### config.mk
export PLATFORM = sky130hd
export DESIGN_NAME = dp_dr_hs
export DESIGN_NICKNAME = d
export VERILOG_FILES = /design/src/rtl/dp_pkg.sv /design/src/rtl/dp_one_drc.sv /design/src/rtl/dp_dr_hs.sv
export SDC_FILE = /design/constraint.sdc
export NUM_CORES = 1
export LEC_CHECK = 0
export BUFFER_PORTS_ARGS = -buffer_cell sky130_fd_sc_hd__clkbuf_2
export CORE_MARGIN = 5
export CORE_UTILIZATION = 40
export CTS_CLUSTER_SIZE = 40
export DETAILED_ROUTE_END_ITERATION = 6
export PLACE_DENSITY = 0.59
export SYNTH_ARGS = -nofsm -noshare
export SYNTH_HDL_FRONTEND = slang
export SYNTH_SLANG_ARGS = --single-unit
### constraint.sdc
create_clock -name iclk -period 1.8 [get_ports iclk]
set_input_delay 0.18 -clock iclk [delete_from_list [all_inputs] [get_ports iclk]]
set_output_delay 0.18 -clock iclk [all_outputs]
set_load 0.05 [all_outputs]
### src/rtl/dp_pkg.sv
// Shared definitions for the JTAG debug data register family.
// Holds the status-field width, the status bit positions inside the shift
// register, and the TAP strobe bundle used inside the data register.
package dp_pkg;

    // Two status bits sit below the payload in every data register.
    localparam int DP_STAT_W = 2;
    localparam int DP_BUSY_B = 0;   // captured upd_valid; shifted-in 1 means "clear"
    localparam int DP_OVR_B  = 1;   // captured overrun flag

    // TAP strobes as seen in the iclk domain.
    typedef struct packed {
        logic capture;
        logic shift;
        logic update;
        logic clk;
    } dp_dr_strb_t;

endpackage : dp_pkg

### src/rtl/dp_one_drc.sv
// Single data-register shift cell: a capture mux in front of one flop.
// Ports:
//   clk_i      - internal clock
//   rst_ni     - asynchronous active-low reset
//   cap_en_i   - load pd_i (has priority over shift)
//   shift_en_i - load sd_i from the upstream cell
//   pd_i       - parallel capture bit
//   sd_i       - serial input (next-higher cell, or TDI for the top cell)
//   sd_o       - serial output (the stored bit)
module dp_one_drc (
    input  logic clk_i,
    input  logic rst_ni,
    input  logic cap_en_i,
    input  logic shift_en_i,
    input  logic pd_i,
    input  logic sd_i,
    output logic sd_o
);

    logic bit_q;
    logic bit_d;

    always_comb begin
        bit_d = bit_q;
        if (cap_en_i) begin
            bit_d = pd_i;
        end else if (shift_en_i) begin
            bit_d = sd_i;
        end
    end

    always_ff @(posedge clk_i or negedge rst_ni) begin
        if (!rst_ni) begin
            bit_q <= 1'b0;
        end else begin
            bit_q <= bit_d;
        end
    end

    assign sd_o = bit_q;

endmodule : dp_one_drc

### src/rtl/dp_dr_hs.sv
// JTAG debug data register with a valid/ready update port.
// Captures {pdi, overrun, upd_valid}, shifts LSB-first through sdi/sdo, and on
// Update-DR hands the shifted payload to a system-side consumer.
// Ports:
//   iclk, iresetn              - clock, asynchronous active-low reset
//   select                     - this DR is addressed by the current IR
//   pdi                        - parallel capture data
//   pdo, upd_valid, upd_ready  - update word and its handshake
//   sdi, sdo                   - serial in (TDI) / serial out (TDO = sr[0])
//   capture_dr, shift_dr, update_dr, clk_dr - TAP strobes in the iclk domain
module dp_dr_hs
    import dp_pkg::*;
#(
    parameter int               WIDTH = 32,
    parameter logic [WIDTH-1:0] UPD_r = '0
) (
    input  logic             iclk,
    input  logic             iresetn,
    input  logic             select,
    input  logic [WIDTH-1:0] pdi,
    output logic [WIDTH-1:0] pdo,
    output logic             upd_valid,
    input  logic             upd_ready,
    input  logic             sdi,
    output logic             sdo,
    input  logic             capture_dr,
    input  logic             shift_dr,
    input  logic             update_dr,
    input  logic             clk_dr
);

    localparam int SR_W = WIDTH + DP_STAT_W;

    dp_dr_strb_t strb;
    logic        cap_en;
    logic        shift_en;
    logic        upd_en;

    logic [SR_W-1:0]  sr_q;
    logic [SR_W-1:0]  cap_data;
    logic [SR_W-1:0]  sd_in;

    logic [WIDTH-1:0] pdo_q;
    logic [WIDTH-1:0] pdo_d;
    logic             upd_valid_q;
    logic             upd_valid_d;
    logic             ovr_q;
    logic             ovr_d;
    logic             xfer;

    assign strb.capture = capture_dr;
    assign strb.shift   = shift_dr;
    assign strb.update  = update_dr;
    assign strb.clk     = clk_dr;

    // Capture beats shift beats update; an update in a cycle where the shift
    // register is also being loaded is discarded.
    assign cap_en   = select & strb.clk & strb.capture;
    assign shift_en = select & strb.clk & strb.shift & ~cap_en;
    assign upd_en   = select & strb.update & ~cap_en & ~shift_en;

    assign cap_data = {pdi, ovr_q, upd_valid_q};

    // Cell gi takes its serial input from cell gi+1; the top cell takes TDI.
    for (genvar gi = 0; gi < SR_W; gi++) begin : g_cell
        if (gi == SR_W - 1) begin : g_top
            assign sd_in[gi] = sdi;
        end else begin : g_mid
            assign sd_in[gi] = sr_q[gi + 1];
        end

        dp_one_drc u_cell (
            .clk_i      (iclk),
            .rst_ni     (iresetn),
            .cap_en_i   (cap_en),
            .shift_en_i (shift_en),
            .pd_i       (cap_data[gi]),
            .sd_i       (sd_in[gi]),
            .sd_o       (sr_q[gi])
        );
    end

    assign xfer = upd_valid_q & upd_ready;

    always_comb begin
        pdo_d       = pdo_q;
        upd_valid_d = upd_valid_q & ~xfer;
        ovr_d       = ovr_q;
        if (upd_en) begin
            if (sr_q[DP_BUSY_B]) begin
                ovr_d = 1'b0;
            end else if (!upd_valid_q || xfer) begin
                // Slot is free, or is being vacated this very cycle.
                pdo_d       = sr_q[SR_W-1:DP_STAT_W];
                upd_valid_d = 1'b1;
            end else begin
                ovr_d = 1'b1;
            end
        end
    end

    always_ff @(posedge iclk or negedge iresetn) begin
        if (!iresetn) begin
            pdo_q       <= UPD_r;
            upd_valid_q <= 1'b0;
            ovr_q       <= 1'b0;
        end else begin
            pdo_q       <= pdo_d;
            upd_valid_q <= upd_valid_d;
            ovr_q       <= ovr_d;
        end
    end

    assign pdo       = pdo_q;
    assign upd_valid = upd_valid_q;
    assign sdo       = sr_q[DP_BUSY_B];

endmodule : dp_dr_hs

=== Word-level counts from Yosys, hierarchy flattened ===
Index checks and enable logic that the tools add are counted.

* Eq/ne operators: 1
* Multiplexer cells: 73
* Bitwise operators: 13
* Reduce and logical (&&, ||, !) cells: 5

{| class="wikitable"
|+ Operators with widths
! kind !! number
|-
| $mux 1 || 73
|-
| $and 1x1->1 || 9
|-
| $not 1->1 || 4
|-
| $reduce_and 3->1 || 1
|-
| $ne 2x1->1 const B || 1
|-
| $reduce_and 2->1 || 1
|-
| $reduce_bool 2->1 || 1
|-
| $logic_not 1->1 || 1
|-
| $logic_or 1x1->1 || 1
|}

* Flip-flop bits (word level): 68
* Bits of input ports: 41
* Output and inout port bits: 34
* Logic and storage cells: 129

=== Depth between registers and ports, before layout ===
* Word-level depth: 7
* Mapped depth: 5
* Gate-level depth less buffers: 3

=== By module ===
Synthesis repeated with hierarchy kept, for this count alone.

* Cell total of the unflattened synthesis: 215
* Area total of the unflattened synthesis: 2822.7 um^2

{| class="wikitable"
|+ Modules (own cells, without submodules)
! module !! times used !! cells an instance !! area each (um^2) !! seq. area each (um^2)
|-
| dp_one_drc || 34 || 4 || 43.8 || 25.0
|-
| dp_dr_hs || 1 || 79 || 1333.8 || 850.8
|}

=== Least setup slack after synthesis ===
OpenSTA, ideal clock, no wires.

* Kind: register -> register
* From: reg upd_valid_q (netlist: upd_valid)
* To: reg pdo_q[0] (netlist: pdo[0])
* Setup time: 0.125 ns
* Data arrival time: 1.507 ns
* Required time: 1.675 ns
* Path slack: 0.168 ns
* Cell stages (with the launch flop): 5
* Path buffers: 1
* Period minus slack after synthesis: 1.632 ns
* Cells stage by stage: dfrtp_1 -> or2b_1 -> nand3_4 -> buf_6 -> mux2_4

* Word-level cells in the longest chain between the ends: 3
* Elaborated cells between the ends (all ways): 4
* Those cells by class: bitwise: 1; reduce/logical: 3

{| class="wikitable"
|+ Ends and longest elaborated chain
! what !! RTL line !! RTL
|-
| start: declaration || dp_dr_hs.sv:45 || <nowiki>logic upd_valid_q;</nowiki>
|-
| start signal: assignment || dp_dr_hs.sv:109 || <nowiki>upd_valid_q <= upd_valid_d;</nowiki>
|-
| $and 1x1->1 / $logic_not 1->1 (equally long branches) || dp_dr_hs.sv:83, dp_dr_hs.sv:92 ||
|-
| $logic_or 1x1->1 (*) || dp_dr_hs.sv:92 || <nowiki>end else if (!upd_valid_q || xfer) begin</nowiki>
|-
| $reduce_and 3->1 (no source line) (*) || n/a ||
|-
| end signal: assignment || dp_dr_hs.sv:104 || <nowiki>pdo_q <= UPD_r;</nowiki>
|-
| end signal: assignment || dp_dr_hs.sv:108 || <nowiki>pdo_q <= pdo_d;</nowiki>
|-
| end: declaration || dp_dr_hs.sv:43 || <nowiki>logic [WIDTH-1:0] pdo_q;</nowiki>
|}

Mark *: on every way between the ends. The rest lies on a longest branch, timed or not.
A chain may end at the register's enable or synchronous reset.

=== Final worst setup path ===
* From: reg upd_valid_q (netlist: upd_valid)
* To: reg pdo_q[18] (netlist: pdo[18])

Same word-level chain as after synthesis.

==> metrics.txt <==
status finished, final reports clean; Ant. Diodes 0; #FFs+latches synth 68; # rows 31; RSZ-0062 raised after global routing no; Worst Tran Pin Value 0.509 ns; die area 9060 um2; most frequent cells in the layout clkbuf_2, dfrtp_1, nand2_1, o22ai_1, o21ai_0; Setup TNS 0 ns; fin crit share 80.1%; final setup violation count 0; Syn Area/Cell 12.6 um2; worst rel slew slack 66.1%; Nets 352; Synth warnings 0; Antenna Violating Nets Remaining 0; top area cells in the synthesized netlist dfrtp_1, mux2_4, o22ai_1; post-synth top area cell dfrtp_1; layout cells sized above 1 43.4%; Pleak 1.84 nW; TritonCTS clock tree done; DRC errors left 0; min Tclk post-route 1.44 ns; Max Slew Vio Count 0; Syn-to-layout area delta 23.9%; io pins 75; sequential area share after synthesis 58.6%; Worst EP arrival 1.66 ns; remaining global-route overflow 0; max_cap viols 0; largest net degree at the start of global routing 41; core area 7180 um2; DRT Pass-1 Iters 4; PnR worst setup slack 0.359 ns; root buf cell clkbuf_8; routed len/inst 15.4 um; first-pass GRT wire length 10,500 um; Routability Congestion 0.723; Clock transition at path regs 0.07 ns; Synth Net Count 272; Setup Skew 0.00861 ns; most common cell after layout, fill and taps aside clkbuf_2; vias in the first global route 2,078; Peak VDD IR 0.470 mV; DRT iter0 DRCs 73; clock sink count 68; Total Power 5.20 mW; initial core utilization 40.5%; die width 95.2 um; fmax 694 MHz; via count 2,029; post-CTS setup buffer count 0; dpl hpwl 4480 um; CP Class reg2reg; CP startpoint kind flip-flop; worst skew pair latency 0.34 ns; H-tree depth 3; initial antenna violation count 0; worst-path fanout max 11; TritonCTS Buffers 9; Cell Area, Synth 2900 um2; Crit path required time 2.02 ns; DRT Wirelength 6380 um; Synth top area share 58.6%; Fin. Hold Viols 0; Worst setup EP type flip-flop; Die H 95.2 um; Port Buffers 74; vias per inst 4.89; Mapped Cells 231; clock buffer depth 2; type of the worst min-delay path in2reg; library cells used by synthesis 20; P per Cell Area 1440 nW/um2; Tot GR Track Use 15.3%; Setup WS pre-CTS 0.359 ns
-- synth_stat cells --
library cell,number
nand3_4,1
and3b_2,1
buf_4,1
mux2_4,30
clkbuf_1,9
and3_1,1
and4b_1,1
clkinv_1,1
buf_6,6
mux2_2,2
a41oi_1,1
buf_2,1
o21ai_0,34
nand2_1,36
o22ai_1,34
dfrtp_1,68
a21oi_1,1
o211ai_2,1
or2b_1,1
o21ai_4,1
-- registers in the layout, summed over array words and instances (netlist names) --
signal / count
pdo: 32
ovr_q: 1
g_cell.u_cell.sd_o: 34
upd_valid: 1
-- cell type report --
| class | count | area (um2) |
|---|---|---|
| Fill cell | 645 | 3580 |
| Sequential cell | 68 | 1700 |
| Multi-Input combinational cell | 145 | 1090 |
| Timing Repair Buffer | 86 | 488 |
| Clock buffer | 12 | 165 |
| Tap cell | 99 | 124 |
| Clock inverter | 4 | 22.5 |
| Inverter | 1 | 3.75 |
-- through the flow --
| step | hold WS [ns] | instance area (um2) | cells | util, % |
|---|---|---|---|---|
| after global placement | 0.186 | 3400 | 398 | 47.4 |
| final | 0.107 | 3600 | 415 | 50.1 |
| after global routing | 0.112 | 3600 | 415 | 50.1 |
| after floorplan | -0.116 | 2900 | 231 | - |
| after CTS | 0.0895 | 3600 | 415 | 50.1 |
| after detailed placement | 0.180 | 3400 | 398 | 47.4 |
-- power by group --
part           internal, mW  switching (mW)
registers              1.92           0.259
logic                 0.615            1.22
clock network         0.606           0.577
-- worst paths after layout --
| path | startpoint | end | slack (ns) | depth (start not counted) |
|---|---|---|---|---|
| max | upd_valid$_DFF_PN0_ | pdo[18]$_DFFE_PN0P_ | 0.36 | 4 |
| max reg2reg | upd_valid$_DFF_PN0_ | pdo[18]$_DFFE_PN0P_ | 0.36 | 4 |
| max in group asynchronous | iresetn | pdo[14]$_DFFE_PN0P_ | 0.91 | 3 |
| min in group asynchronous | iresetn | pdo[3]$_DFFE_PN0P_ | 0.34 | 2 |
| min | update_dr | ovr_q$_DFFE_PN0P_ | 0.11 | 2 |
| min reg2reg | g_cell[1].u_cell.sd_o$_DFFE_PN0P_ | g_cell[1].u_cell.sd_o$_DFFE_PN0P_ | 0.50 | 2 |
-- routing by layer --
layer / global-route usage (%) / up-vias / routed length (um) / part of all wire (%)
met1: 20.3 / 976 / 2920 / 46
met4: 7.33 / 0 / 112 / 1.8
li1: - / 996 / - / -
met3: 3.47 / 8 / 256 / 4.0
met5: 0 / - / 0 / 0
met2: 23.6 / 49 / 3090 / 48
-- kinds of logic (layout without fill, tap and decap cells) --
family          count (synthesis)  after routing  synth area share [%]
mux                            32             32                  16.3
buf+inv                        18            103                  4.05
compound gates                 72             72                  14.6
simple gates                   41             41                  6.42
flops                          68             68                  58.6
-- repair_timing --
item,in CTS,in global routing
hold buffers,1,0
endpoints found under the hold margin,18,0
resized for setup,0,0
-- critical path, stage by stage, from the launching register on --
cell and delay [ns]:
dfrtp_1 0.37, or2b_1 0.28, nand3_4 0.09, buf_4 0.23, mux2_2 0.35
Power figures use the tool's default switching activity.
